==> src/rtl/lsu_mem_stage.sv <==
// lsu_mem_stage: memory-stage load/store unit; runs one req/gnt/rvalid bus access per
// load/store, formats load data for writeback and stalls the pipeline until it completes.
module lsu_mem_stage #(
    parameter int DW      = 32,
    parameter int TIMEOUT = 16
) (
    input  logic            clk_i,
    input  logic            rst_ni,
    input  logic            mem_read_m,
    input  logic            mem_write_m,
    input  logic [2:0]      func3_m,
    input  logic [DW-1:0]   addr_m,
    input  logic [DW-1:0]   wdata_m,
    input  logic            hold_i,
    output logic            stall_o,
    output logic [DW-1:0]   load_data_o,
    output logic            load_valid_o,
    output logic            err_o,
    output logic            bus_req_o,
    output logic            bus_we_o,
    output logic [DW-1:0]   bus_addr_o,
    output logic [DW/8-1:0] bus_be_o,
    output logic [DW-1:0]   bus_wdata_o,
    input  logic            bus_gnt_i,
    input  logic            bus_rvalid_i,
    input  logic [DW-1:0]   bus_rdata_i
);
    localparam int CW = $clog2(TIMEOUT + 1);

    typedef enum logic [1:0] {S_IDLE, S_REQ, S_WAIT, S_DONE} state_t;

    state_t          r_state;
    logic [CW-1:0]   r_cnt;
    logic [DW-1:0]   r_addr;
    logic [DW-1:0]   r_wdata;
    logic [DW-1:0]   r_rdata;
    logic [2:0]      r_func3;
    logic            r_we;
    logic [DW/8-1:0] r_be;

    logic            w_acc;
    logic            w_bad;
    logic            w_start;
    logic            w_tmo;
    logic [4:0]      w_sh;
    logic [DW/8-1:0] w_be;
    logic [DW-1:0]   w_wdata;
    logic [DW-1:0]   w_lane;
    logic [DW-1:0]   w_fmt;

    assign w_acc = mem_read_m | mem_write_m;
    // Stores have no unsigned variants, so any func3[2] store is illegal.
    assign w_bad = (func3_m[1:0] == 2'b11) | (func3_m == 3'b110) | (!mem_read_m & func3_m[2])
                 | (func3_m[1:0] == 2'b01 & addr_m[0]) | (func3_m[1:0] == 2'b10 & addr_m[1:0] != 2'b00);
    assign w_start = (r_state == S_IDLE) & w_acc & !w_bad;
    assign w_sh = {addr_m[1:0], 3'b000};
    assign w_be = func3_m[1:0] == 2'b00 ? 4'b0001 << addr_m[1:0]
                : func3_m[1:0] == 2'b01 ? 4'b0011 << addr_m[1:0] : 4'b1111;
    assign w_wdata = func3_m[1:0] == 2'b00 ? {24'b0, wdata_m[7:0]} << w_sh
                   : func3_m[1:0] == 2'b01 ? {16'b0, wdata_m[15:0]} << w_sh : wdata_m;
    assign w_lane = bus_rdata_i >> {r_addr[1:0], 3'b000};
    assign w_fmt = r_func3 == 3'b000 ? {{24{w_lane[7]}}, w_lane[7:0]}
                 : r_func3 == 3'b001 ? {{16{w_lane[15]}}, w_lane[15:0]}
                 : r_func3 == 3'b100 ? {24'b0, w_lane[7:0]}
                 : r_func3 == 3'b101 ? {16'b0, w_lane[15:0]} : w_lane;
    assign w_tmo = (r_cnt == CW'(TIMEOUT - 1))
                 & ((r_state == S_REQ & !bus_gnt_i) | (r_state == S_WAIT & !bus_rvalid_i));

    // Input-dependent outputs are gated so everything reads 0 while reset is held.
    assign stall_o      = rst_ni & (w_start | r_state == S_REQ | r_state == S_WAIT);
    assign err_o        = rst_ni & (((r_state == S_IDLE) & w_acc & w_bad) | w_tmo);
    assign bus_req_o    = r_state == S_REQ;
    assign load_valid_o = (r_state == S_DONE) & !r_we;
    assign load_data_o  = r_rdata;
    assign bus_we_o     = r_we;
    assign bus_addr_o   = {r_addr[DW-1:2], 2'b00};
    assign bus_be_o     = r_be;
    assign bus_wdata_o  = r_wdata;

    always_ff @(posedge clk_i or negedge rst_ni) begin
        if (!rst_ni) begin
            r_state <= S_IDLE;
            r_cnt   <= '0;
            r_addr  <= '0;
            r_wdata <= '0;
            r_rdata <= '0;
            r_func3 <= '0;
            r_we    <= 1'b0;
            r_be    <= '0;
        end else begin
            case (r_state)
                S_IDLE: begin
                    r_cnt <= '0;
                    if (w_start) begin
                        r_addr  <= addr_m;
                        r_func3 <= func3_m;
                        r_we    <= !mem_read_m;
                        r_be    <= w_be;
                        r_wdata <= w_wdata;
                        r_rdata <= '0;
                        r_state <= S_REQ;
                    end
                end
                S_REQ: begin
                    if (bus_gnt_i) begin
                        r_cnt   <= '0;
                        r_state <= r_we ? S_DONE : S_WAIT;
                    end else if (w_tmo) begin
                        r_cnt   <= '0;
                        r_rdata <= '0;
                        r_state <= S_DONE;
                    end else begin
                        r_cnt <= r_cnt + CW'(1);
                    end
                end
                S_WAIT: begin
                    if (bus_rvalid_i) begin
                        r_cnt   <= '0;
                        r_rdata <= w_fmt;
                        r_state <= S_DONE;
                    end else if (w_tmo) begin
                        r_cnt   <= '0;
                        r_rdata <= '0;
                        r_state <= S_DONE;
                    end else begin
                        r_cnt <= r_cnt + CW'(1);
                    end
                end
                default: begin
                    if (!hold_i) r_state <= S_IDLE;
                end
            endcase
        end
    end
endmodule
==> config.mk <==
export PLATFORM = sky130hd
export DESIGN_NAME = lsu_mem_stage
export DESIGN_NICKNAME = d
export VERILOG_FILES = /design/src/rtl/lsu_mem_stage.sv
export SDC_FILE = /design/constraint.sdc
export NUM_CORES = 1
export LEC_CHECK = 0
export ABC_AREA = 1
export BUFFER_PORTS_ARGS = -buffer_cell sky130_fd_sc_hd__buf_2
export CORE_AREA = 5 5 115 117
export DETAILED_ROUTE_END_ITERATION = 7
export DIE_AREA = 0 0 120 122
export GPL_TIMING_DRIVEN = 1
export MAX_ROUTING_LAYER = met4
export PLACE_DENSITY = 0.8
export SLEW_MARGIN = 0
export SYNTH_ARGS = -nofsm -noshare
export SYNTH_HDL_FRONTEND = slang
export SYNTH_SLANG_ARGS = --single-unit
==> constraint.sdc <==
create_clock -name clk_i -period 3.5 [get_ports clk_i]
set_input_delay 0 -clock clk_i [delete_from_list [all_inputs] [get_ports clk_i]]
set_output_delay 0 -clock clk_i [all_outputs]
set_load 0.005 [all_outputs]
==> impl_metrics.env <==
export IMPL_finalSetupViolations=0
export IMPL_antenna_found_initial=1
export IMPL_cts_root_buf="clkbuf_16"
export IMPL_rows=41
export IMPL_slew_headroom_pct=48.9
export IMPL_clk_insertion_delay_late_ns=0.35
export IMPL_start_kind="flip-flop"
export IMPL_clock_sinks=111
export IMPL_postRouteAntennaNets=0
export IMPL_first_global_vias=6424
export IMPL_grt_pass1_wl_mm=31.7
export IMPL_clock_skew_ns=0.00661
export IMPL_synth_simple_gate_area_share_pct=32.7
export IMPL_fp_dieW_microns=120
export IMPL_post_route_period_util_pct=74.5
export IMPL_vias=6781
export IMPL_vdd_ir_drop_max_mv=0.364
export IMPL_final_common_cell="nand2_1"
export IMPL_clockBufferDepth=2
export IMPL_synthDistinctLibCells=30
export IMPL_routedWlPerCell_microns=15.3
export IMPL_drcViolationCount=0
export IMPL_hold_violations=0
export IMPL_netlist_area_sq_mm=0.00643
export IMPL_place_inst=1202
export IMPL_cts_tree="yes"
export IMPL_wirelength_mm=19.3
export IMPL_critPathCaptureType="output pin"
export IMPL_synth_mux_area_share_pct=0
export IMPL_synth_yosys_seq_area_share_pct=43.2
export IMPL_grt_max_degree=62
export IMPL_r2r_start="r_state[1]"
export IMPL_ios=211
export IMPL_routed_via_density=5.36
export IMPL_final_cell_mix="429 x nand2_1, 207 x buf_2, 111 x dfrtp_1, 59 x o21ai_0, 47 x dlygate4sd3_1"
export IMPL_fp_dieH_microns=122
export IMPL_initial_core_util_pct=52.5
export IMPL_rr_endpoint="load_data_o[31]"
export IMPL_syn2layout_area_growth_pct=24.8
export IMPL_setup_tns_final_ns=0
export IMPL_cellPowerDensity_mw_per_mm2=743
export IMPL_max_freq_mhz=383
export IMPL_place_congestion=0.938
export IMPL_firstDrtPassIters=6
export IMPL_ff2ff_path_depth=10
export IMPL_grt_ovfl_total=0
export IMPL_track_usage_pct=27.6
export IMPL_worstHoldPathType="in2reg"
export IMPL_nets=1227
export IMPL_worstSetupPathType="reg2out"
export IMPL_postSynthAreaPerCell_sq_um=7.05
export IMPL_coreArea_sq_mm=0.0123
export IMPL_fin_total_pwr_mw=5.97
export IMPL_crit_required_ns=3.50
export IMPL_fillers=1048
export IMPL_synth_top_family_by_area="simple AND/OR/NAND/NOR gates"
export IMPL_cp_arrival_ns=2.61
export IMPL_synth_xor_area_share_pct=0.136
export IMPL_post_cts_buffers=0
export IMPL_portBuffers=208
export IMPL_ys_ff_latch=111
export IMPL_cp_startpoint="r_state[1]"
export IMPL_rsz0062_at_grt="no"
export IMPL_crit_path_end="stall_o"
export IMPL_worstMarginPinSlew_ns=0.764
export IMPL_outcome="complete, no violations"
export IMPL_drive_gt1_share_pct=22.0
export IMPL_leakage_nw=4.65
export IMPL_synth_compound_area_share_pct=12.0
export IMPL_min_period_ns=2.61
export IMPL_drt_iter0_drc=882
export IMPL_die_area_sq_mm=0.0146
export IMPL_synth_warnings=0
export IMPL_cts_clk_slew_worst_paths_ns=0.07
export IMPL_synth_fa_ha_area_share_pct=2.14
export IMPL_cts_htree_levels=3
export IMPL_ff2ff_setup_slack_ns=0.95
export IMPL_fin_cells=1266
export IMPL_cts_buffers=9
export IMPL_maxCapViolCount=0
export IMPL_netlist_instances=912
export IMPL_critPathMaxFanout=61
export IMPL_dp_hpwl_mm=13.3
export IMPL_slew_viol_final=0
==> routing by layer <==
layer	part of all wire, %	GRT usage (%)	wire length [microns]
met1	41	35.3	7930
met2	48	43.6	9260
met3	8.8	6.08	1700
met4	2.2	9.59	421
met5	0	-	0
==> worst max-delay path, stage by stage, from the launching register on <==
cell,delay [ns]
dfrtp_1,0.44
inv_1,0.10
ha_1,0.26
o21ai_1,0.10
clkinv_1,0.13
nand3_4,0.36
buf_4,0.55
a21oi_1,0.13
buf_2,0.17
==> registers in the layout, summed over array words and instances, names as in the netlist <==
signal       flops
r_state          2
bus_we_o         1
bus_be_o         4
r_cnt            5
load_data_o     32
r_func3          3
bus_wdata_o     32
r_addr          32
==> cells in the mapped netlist (all sizes together) <==
| cell type | n | area share, % |
|---|---|---|
| a21oi | 34 | 2.8 |
| a22oi | 8 | 0.93 |
| a2bb2oi | 9 | 1.2 |
| a311oi | 1 | 0.14 |
| a31oi | 3 | 0.29 |
| buf | 62 | 6.4 |
| clkbuf | 15 | 0.88 |
| clkinv | 1 | 0.058 |
| conb | 1 | 0.058 |
| dfrtp | 111 | 43 |
| ha | 11 | 2.1 |
| inv | 41 | 2.4 |
| nand2 | 433 | 25 |
| nand3 | 47 | 3.9 |
| nand3b | 1 | 0.12 |
| nand4 | 3 | 0.29 |
| nor2 | 48 | 3.0 |
| nor3 | 1 | 0.078 |
| o211ai | 8 | 0.93 |
| o21ai | 69 | 5.4 |
| o22ai | 4 | 0.39 |
| xor2 | 1 | 0.14 |
==> logic make-up after synthesis <==
logic type / count (synthesis)
AOI/OAI and AO/OA: 136
xor gates and xnor gates: 1
adders and majority gates: 11
buffers and inverters: 119
DFF: 111
other: 1
and+or+nand+nor: 533
==> stage by stage <==
stage / hold slack [ns] / instance area, sq um / util, % / worst slack (ns)
2_1_floorplan: -0.296 / 6440 / - / 1.86
3_3_place_gp: 0.118 / 7260 / 59.2 / 1.05
3_5_place_dp: 0.121 / 7260 / 59.2 / 0.963
4_1_cts: 0.00151 / 8030 / 65.5 / 0.864
5_1_grt: 0.0147 / 8030 / 65.5 / 0.651
6_report: 0.00466 / 8030 / 65.5 / 0.891
==> timing repair <==
item                      in CTS  in global routing
hold buffers                  47                  0
resized for setup              0                  0
hold endpoints to repair     104                  0
==> layout make-up <==
| type | count | area [sq um] | share of cell area [%] |
|---|---|---|---|
| well taps | 150 | 188 | 2.34 |
| inverters | 42 | 158 | 1.96 |
| multi-input cells | 683 | 3040 | 37.8 |
| clock inverters | 4 | 28.8 | 0.358 |
| repair buffers | 263 | 1570 | 19.6 |
| flip-flops and latches | 111 | 2780 | 34.6 |
| clock buffers | 12 | 267 | 3.32 |
| diodes | 1 | 2.50 | 0.0312 |
==> power breakdown <==
part / switching, mW / internal (mW) / total, mW
Combinational: 1.74 / 1.05 / 2.79
Sequential: 0.367 / 1.80 / 2.17
Clock: 0.473 / 0.542 / 1.02
==> worst min-delay path by stage <==
stage / startpoint / endpoint / slack, ns / depth (start not counted)
finish: wdata_m[16] / bus_wdata_o[16] / 0.005 / 3
global route: wdata_m[21] / bus_wdata_o[21] / 0.01 / 3
CTS: wdata_m[16] / bus_wdata_o[16] / 0.002 / 3
detailed placement: rst_ni / bus_wdata_o[12] / 0.12 / 1
global placement: rst_ni / bus_wdata_o[14] / 0.12 / 1
floorplan: rst_ni / bus_be_o[0] / -0.30 / 0
Note: power is estimated with default switching activity, not from simulation.
